## src/rtl/seq_alu_pkg.sv

```systemverilog
// rtl/seq_alu_pkg.sv - opcode/state enums and decode helper shared by seq_alu and seq_alu_comb
package seq_alu_pkg;

  localparam int OP_W = 3;

  typedef enum logic [OP_W-1:0] {
    OP_FWD = 3'b000,
    OP_ADD = 3'b001,
    OP_SUB = 3'b010,
    OP_AND = 3'b011,
    OP_OR  = 3'b100,
    OP_MUL = 3'b101
  } op_e;

  typedef enum logic [1:0] {
    S_IDLE = 2'd0,
    S_MUL  = 2'd1,
    S_DONE = 2'd2
  } state_e;

  // Opcodes handled by the single-cycle datapath; MUL is decided by the top.
  function automatic logic is_alu_op(input logic [OP_W-1:0] op);
    return (op <= OP_OR);
  endfunction

endpackage

```

## src/rtl/seq_alu_comb.sv

```systemverilog
// rtl/seq_alu_comb.sv - combinational FWD/ADD/SUB/AND/OR datapath with signed overflow
module seq_alu_comb
  import seq_alu_pkg::*;
#(
  parameter int WIDTH = 8
) (
  input  logic [OP_W-1:0]  op_i,
  input  logic [WIDTH-1:0] a_i,
  input  logic [WIDTH-1:0] b_i,
  output logic [WIDTH-1:0] result_o,
  output logic             ovf_o,
  output logic             legal_o
);

  logic [WIDTH-1:0] sum;
  logic [WIDTH-1:0] diff;
  logic             sa;
  logic             sb;

  assign sum  = a_i + b_i;
  assign diff = a_i - b_i;
  assign sa   = a_i[WIDTH-1];
  assign sb   = b_i[WIDTH-1];

  assign legal_o = is_alu_op(op_i);

  always_comb begin
    result_o = '0;
    ovf_o    = 1'b0;
    case (op_i)
      OP_FWD: result_o = b_i;
      OP_ADD: begin
        result_o = sum;
        ovf_o    = (sa == sb) && (sum[WIDTH-1] != sa);
      end
      OP_SUB: begin
        result_o = diff;
        ovf_o    = (sa != sb) && (diff[WIDTH-1] != sa);
      end
      OP_AND:  result_o = a_i & b_i;
      OP_OR:   result_o = a_i | b_i;
      default: result_o = '0;
    endcase
  end

endmodule

```

## src/rtl/seq_alu.sv

```systemverilog
// rtl/seq_alu.sv - handshaked registered ALU; SEQ_ALU_MUL_EN builds the WIDTH-cycle shift-add MUL
module seq_alu
  import seq_alu_pkg::*;
#(
  parameter int WIDTH = 8
) (
  input  logic             clk,
  input  logic             rst_n,
  input  logic             in_valid,
  output logic             in_ready,
  input  logic [2:0]       op,
  input  logic [WIDTH-1:0] a,
  input  logic [WIDTH-1:0] b,
  output logic             out_valid,
  input  logic             out_ready,
  output logic [WIDTH-1:0] result,
  output logic             zero,
  output logic             ovf,
  output logic             err
);

  state_e           state_q, state_d;
  logic             out_valid_q, out_valid_d;
  logic [WIDTH-1:0] result_q, result_d;
  logic             zero_q, zero_d;
  logic             ovf_q, ovf_d;
  logic             err_q, err_d;

  logic [WIDTH-1:0] alu_result;
  logic             alu_ovf;
  logic             alu_legal;

  logic             start_mul;
  logic             mul_done;
  logic [WIDTH-1:0] mul_result;

  seq_alu_comb #(.WIDTH(WIDTH)) u_comb (
    .op_i     (op),
    .a_i      (a),
    .b_i      (b),
    .result_o (alu_result),
    .ovf_o    (alu_ovf),
    .legal_o  (alu_legal)
  );

`ifdef SEQ_ALU_MUL_EN
  localparam int CNT_W = $clog2(WIDTH + 1);

  logic [WIDTH-1:0] mcand_q, mcand_d;
  logic [WIDTH-1:0] mplier_q, mplier_d;
  logic [WIDTH-1:0] acc_q, acc_d;
  logic [CNT_W-1:0] cnt_q, cnt_d;
  logic [WIDTH-1:0] acc_sum;

  // Low WIDTH bits of an unsigned shift-add product equal the signed product's.
  assign acc_sum    = acc_q + (mplier_q[0] ? mcand_q : '0);
  assign start_mul  = (op == OP_MUL);
  assign mul_done   = (cnt_q == CNT_W'(1));
  assign mul_result = acc_sum;

  always_comb begin
    mcand_d  = mcand_q;
    mplier_d = mplier_q;
    acc_d    = acc_q;
    cnt_d    = cnt_q;
    if ((state_q == S_IDLE) && in_valid && start_mul) begin
      mcand_d  = a;
      mplier_d = b;
      acc_d    = '0;
      cnt_d    = CNT_W'(WIDTH);
    end else if (state_q == S_MUL) begin
      acc_d    = acc_sum;
      mcand_d  = mcand_q << 1;
      mplier_d = mplier_q >> 1;
      cnt_d    = cnt_q - CNT_W'(1);
    end
  end

  always_ff @(posedge clk or negedge rst_n) begin
    if (!rst_n) begin
      mcand_q  <= '0;
      mplier_q <= '0;
      acc_q    <= '0;
      cnt_q    <= '0;
    end else begin
      mcand_q  <= mcand_d;
      mplier_q <= mplier_d;
      acc_q    <= acc_d;
      cnt_q    <= cnt_d;
    end
  end
`else
  assign start_mul  = 1'b0;
  assign mul_done   = 1'b0;
  assign mul_result = '0;
`endif

  always_comb begin
    state_d     = state_q;
    out_valid_d = out_valid_q;
    result_d    = result_q;
    zero_d      = zero_q;
    ovf_d       = ovf_q;
    err_d       = err_q;
    case (state_q)
      S_IDLE: begin
        if (in_valid) begin
          if (start_mul) begin
            state_d = S_MUL;
          end else begin
            result_d    = alu_result;
            zero_d      = (alu_result == '0);
            ovf_d       = alu_ovf;
            err_d       = !alu_legal;
            out_valid_d = 1'b1;
            state_d     = S_DONE;
          end
        end
      end
      S_MUL: begin
        if (mul_done) begin
          result_d    = mul_result;
          zero_d      = (mul_result == '0);
          ovf_d       = 1'b0;
          err_d       = 1'b0;
          out_valid_d = 1'b1;
          state_d     = S_DONE;
        end
      end
      S_DONE: begin
        // Returning to IDLE first keeps accept out of the handshake cycle.
        if (out_ready) begin
          out_valid_d = 1'b0;
          state_d     = S_IDLE;
        end
      end
      default: begin
        out_valid_d = 1'b0;
        state_d     = S_IDLE;
      end
    endcase
  end

  always_ff @(posedge clk or negedge rst_n) begin
    if (!rst_n) begin
      state_q     <= S_IDLE;
      out_valid_q <= 1'b0;
      result_q    <= '0;
      zero_q      <= 1'b0;
      ovf_q       <= 1'b0;
      err_q       <= 1'b0;
    end else begin
      state_q     <= state_d;
      out_valid_q <= out_valid_d;
      result_q    <= result_d;
      zero_q      <= zero_d;
      ovf_q       <= ovf_d;
      err_q       <= err_d;
    end
  end

  assign in_ready  = (state_q == S_IDLE);
  assign out_valid = out_valid_q;
  assign result    = result_q;
  assign zero      = zero_q;
  assign ovf       = ovf_q;
  assign err       = err_q;

endmodule

```

## config.mk

```make
export PLATFORM = sky130hd
export DESIGN_NAME = seq_alu
export DESIGN_NICKNAME = d
export VERILOG_FILES = /design/src/rtl/seq_alu_pkg.sv /design/src/rtl/seq_alu_comb.sv /design/src/rtl/seq_alu.sv
export SDC_FILE = /design/constraint.sdc
export NUM_CORES = 1
export LEC_CHECK = 0
export BUFFER_PORTS_ARGS = -buffer_cell sky130_fd_sc_hd__buf_2
export CORE_MARGIN = 4
export CORE_UTILIZATION = 55
export CTS_BUF_LIST = sky130_fd_sc_hd__clkbuf_4 sky130_fd_sc_hd__clkbuf_8
export DETAILED_ROUTE_END_ITERATION = 8
export PLACE_DENSITY = 0.8
export SYNTH_ARGS = -nofsm -noshare
export SYNTH_HDL_FRONTEND = slang
export SYNTH_SLANG_ARGS = --single-unit
```

## constraint.sdc

```tcl
create_clock -name clk -period 2.2 [get_ports clk]
set_clock_uncertainty 0.05 [all_clocks]
set_input_delay 0.44 -clock clk [delete_from_list [all_inputs] [get_ports clk]]
set_output_delay 0.44 -clock clk [all_outputs]
set_load 0.02 [all_outputs]
```

* Word-level counts from Yosys, hierarchy flattened
Index checks and enable logic that the tools add are counted.
** Word-level totals
- Flip-flop bits (word level) :: 14
- Word-level logic and storage cells :: 40
- Output and inout bits :: 13
- Input bits :: 23
** Cells by class
- Mux-type cells :: 8
- Reduce and logical (&&, ||, !) cells :: 8
- Bitwise operators :: 3
- Equality and inequality tests :: 12
- Order comparisons :: 1
- Add/sub/neg operators :: 2
** Operators by type and width (number)
- $pmux W8 S5 :: 1
- $add A8 B8 Y8 :: 1
- $and A8 B8 Y8 :: 1
- $logic_not A8 Y1 :: 1
- $or A8 B8 Y8 :: 1
- $sub A8 B8 Y8 :: 1
- $eq A3 B2 Y1 const B :: 2
- $pmux W2 S3 :: 1
- $mux W2 :: 2
- $ne A2 B2 Y1 const B :: 2
- $eq A3 B1 Y1 const B :: 1
- $eq A3 B3 Y1 const B :: 1
- $le A3 B3 Y1 const B :: 1
- $logic_not A3 Y1 :: 1
- $ne A1 B1 Y1 :: 3
- $pmux W1 S3 :: 1
- $reduce_and A3 Y1 :: 1
- $eq A2 B1 Y1 const B :: 1
- $eq A2 B2 Y1 const B :: 1
- $logic_and A1 B1 Y1 :: 2
- $logic_not A2 Y1 :: 1
- $mux W1 :: 2
- $pmux W1 S2 :: 1
- $reduce_and A2 Y1 :: 1
- 3 further kinds :: 3

* Logic depth before layout (Yosys ltp)
- Word-level depth :: 4
- Gate-level depth with buffers :: 10
- Gate-level depth less buffers :: 10

* Cells and area by module
From an unflattened synthesis, not the netlist that was laid out.
** Unflattened totals
- Cells, all modules :: 191
- Area, all modules :: 1619.1 um^2
** By module, submodules not included
- seq_alu_comb :: times used 1, area each 1131.1 um^2, sequential area each 0.0 um^2, cells each 159
- seq_alu :: times used 1, area each 488.0 um^2, sequential area each 300.3 um^2, cells each 32

* Worst setup path after synthesis
Ideal clock, no wire load.
- Path kind :: input-to-reg
- Start point :: in a[0]
- End point :: reg zero_q, in the netlist zero
- Setup time :: 0.104 ns
- Setup slack :: -0.189 ns
- Required time :: 2.046 ns
- Buffers on the path :: 0
- Arrival time :: 2.236 ns
- Cell stages on the path :: 7
- Cell sequence :: ha_1 -> fa_1 -> mux2_2 -> a221o_1 -> nor4_1 -> nand4_1 -> o41ai_2
** Between the ends
- Word-level cells in the longest chain between the ends :: 3
- Elaborated cells between the ends (all ways) :: 6
- Those cells by class :: add/sub: 2; mux: 1; bitwise: 2; reduce/logical: 1
** Ends and longest elaborated chain
- start, declared :: RTL line seq_alu.sv:12 : input logic [WIDTH-1:0] a,
- $sub A8 B8 Y8, or another cell as far along :: RTL line seq_alu_comb.sv:21 : assign diff = a_i - b_i;
- $pmux W8 S5 * :: RTL line seq_alu_comb.sv:30 : case (op_i)
- $logic_not A8 Y1 * :: RTL line seq_alu.sv:112 : zero_d = (alu_result == '0);
- end signal, assigned :: RTL line seq_alu.sv:156 : zero_q <= zero_d;
- end, declared :: RTL line seq_alu.sv:25 : logic zero_q, zero_d;
Every way passes the cells marked *; elsewhere a longest branch is shown, timed or not.
A chain may end at the register's enable or synchronous reset.

* Final worst setup path
Same ends and word-level chain as after synthesis.

==> impl_metrics.env <==
export IMPL_status="completed"
export IMPL_die_h_um=63.60
export IMPL_cp_data_arrival_time_ps=2320
export IMPL_max_freq_ghz=0.4591
export IMPL_final_seq_area_um2=300.3
export IMPL_p_leak_uw=0.001210
export IMPL_fin_util_pct=87.54
export IMPL_layout_drive_gt1_share_pct=43.38
export IMPL_setup_worst_path_start="a[0]"
export IMPL_ant_nets=0
export IMPL_cap_violations=0
export IMPL_fin_crit_sh_pct=99.01
export IMPL_min_delay_start="out_ready"
export IMPL_synth_fa_ha_area_share_pct=19.28
export IMPL_drt_pass1_iterations=5
export IMPL_final_common_cell="buf_4"
export IMPL_die_x_um=63.60
export IMPL_vias_per_cell=6.225
export IMPL_syn_area_um2=1700
export IMPL_synthSimpleGateAreaFrac_pct=20.97
export IMPL_via_count=2073
export IMPL_async_reset_ff_share_pct=100.0
export IMPL_post_drt_wl_per_cell_um=17.86
export IMPL_hold_viol_final=0
export IMPL_core_um2=2853
export IMPL_endpoint_kind="flip-flop"
export IMPL_overflow=0
export IMPL_cts_root_buf="clkbuf_4"
export IMPL_drv_slew=0
export IMPL_drc=0
export IMPL_syn_inst=214
export IMPL_cts_htree_levels=1
export IMPL_grt_max_degree=16
export IMPL_worst_setup_path_start_kind="input pin"
export IMPL_cts_buffers=3
export IMPL_grt_pass1_wl_um=9114
export IMPL_multiInputGateArea_um2=1384
export IMPL_nets=351
export IMPL_cts_tree="done"
export IMPL_wirelength_um=5946
export IMPL_period_needed_ps=2178
export IMPL_critPathMaxFanout=2
export IMPL_whs_path_depth=2
export IMPL_numPortBuffers=35
export IMPL_synth_ff_type="dfrtp_1"
export IMPL_synth_nets=262
export IMPL_synth_edff_count=0
export IMPL_tightest_slew_ps=734.6
export IMPL_clk_latency_ps=280
export IMPL_grt_antenna_before_repair=0
export IMPL_synth_top_family_by_area="compound AO/OA/AOI/OAI gates"
export IMPL_yosysSeqAreaShare_pct=17.66
export IMPL_path_class="in2reg"
export IMPL_synth_compound_area_share_pct=28.77
export IMPL_nFillCells=162
export IMPL_synth_seq_cells=12
export IMPL_fin_cells=333
export IMPL_grt_use_total_pct=28.41
export IMPL_dieArea_um2=4045
export IMPL_io_pins=36
export IMPL_initial_core_util_pct=59.61
export IMPL_p_per_area_nw_per_um2=464.7
export IMPL_num_antenna_cells=0
export IMPL_synthMuxAreaShare_pct=3.238
export IMPL_synth_area_per_cell_um2=7.946
export IMPL_rows=19
export IMPL_relSlewSlack_pct=49.76
export IMPL_clock_sinks=12
export IMPL_dp_cells=328
export IMPL_rr_startpoint="out_valid$_DFFE_PN0P_"
export IMPL_ir_drop_mv=0.5397
export IMPL_clock_path_buffers=2
export IMPL_post_cts_setup_buffers=0
export IMPL_hpwl_um=4378
export IMPL_cts_reportedPaths_clkPinSlew_ps=80
export IMPL_drtIter0Drc=182
export IMPL_layout_common_cells="59 x buf_4, 31 x buf_2, 22 x inv_1, 22 x nor2_1, 16 x ha_1"
export IMPL_gp_congestion=0.9194
export IMPL_setup_violations=0
export IMPL_synth_warnings=0
export IMPL_hold_path_class="in2reg"
export IMPL_critPathRequiredTime_ps=2340
export IMPL_syn_to_final_growth_pct=46.87
export IMPL_synth_cell_types=56
export IMPL_reg2reg_depth=6
export IMPL_synth_xor_area_share_pct=1.545
export IMPL_grt_pass1_vias=2035
[stage by stage]
stage / total power [uW] / TNS (ps) / hold slack [ps] / worst slack [ps] / cell area [um2]
6_report: 1161 / 0 / 270.0 / 21.82 / 2497
5_1_grt: 1236 / -30.30 / 284.0 / -25.32 / 2497
4_1_cts: 1121 / 0 / 264.8 / 13.67 / 2415
3_5_place_dp: 927.6 / -1429 / 281.8 / -353.8 / 2362
3_3_place_gp: 899.3 / -1036 / 273.1 / -297.9 / 2362
2_1_floorplan: 664.3 / 0 / 94.41 / 4.537 / 1775
[flip-flops by register name, summed over array words and instances (netlist names)]
signal     cells
err            1
ovf            1
zero           1
result         8
out_valid      1
[routing by layer]
layer  wire length [um]  up-vias  GRT usage, %
li1                   -      950             -
met3                375       41         3.552
met1               2309      956         32.83
met5                  0        -             0
met4                348        0         15.90
met2               2913      126         50.07
[repair_timing]
item,CTS,global route
pin swaps,0,2
setup endpoints to repair,1,3
gates resized for setup,1,24
hold buffers,1,0
endpoints found under the hold margin,12,0
[cell type report]
cell class,instances,area share (%)
clock buffer,4,1.453
inverter,24,3.707
multi-input combinational,167,55.41
sequential,12,12.02
tap,31,1.553
timing repair buffer,95,25.85
[path summary, 6_finish.rpt]
| check | endpoint | slack (ps) |
|---|---|---|
| worst min-delay path | out_valid$_DFFE_PN0P_ | 270 |
| worst max register to register | zero$_DFFE_PN0P_ | 600 |
| worst min register to register | err$_DFFE_PN0P_ | 440 |
| worst max-delay path | zero$_DFFE_PN0P_ | 20 |
| min in group asynchronous | ovf$_DFFE_PN0P_ | 520 |
| max in group asynchronous | result[0]$_DFFE_PN0P_ | 1350 |
[where the power goes]
part | internal [uW] | switching [uW]
Clock | 101 | 83.2
Sequential | 272 | 31.0
Combinational | 304 | 369
Total | 677 | 483
[cells in the mapped netlist, drive strengths merged, types with 2 or more instances]
cell,n,share of area (%)
o21a,2,0.88
nor2b,4,1.5
inv,24,5.3
a31o,2,1.0
xnor2,3,1.5
dfrtp,12,18
a21oi,12,3.5
nor3,6,1.8
clkbuf,3,0.66
a31oi,4,1.5
a221o,2,1.2
ha,23,17
nand2b,7,2.6
o211ai,3,1.3
a21o,2,0.88
a221oi,2,1.4
a2111oi,4,2.1
a211oi,4,2.4
buf,8,2.6
or2,2,0.74
nand4,3,1.1
a32oi,2,1.0
nor3b,2,1.2
o21ai,13,3.8
o31ai,4,1.8
mux2,4,2.6
nand2,11,2.7
nor4,2,0.74
fa,2,2.4
nand3,2,0.59
nor2,23,5.2
[logic make-up after synthesis]
| kind of cell | Yosys count |
|---|---|
| AOI/OAI and AO/OA | 66 |
| and+or+nand+nor | 68 |
| buffers and inverters | 35 |
| xor gates and xnor gates | 3 |
| muxes | 5 |
| adders and majority gates | 25 |
| DFF | 12 |
[critical path, cell delays in order]
cell and delay, ps:
buf_6 110, ha_4 160, fa_1 440, mux2_4 290
a221o_1 350, nor4_2 170, nand4_1 150, o41ai_2 210
(Power assumes the default switching activity.)
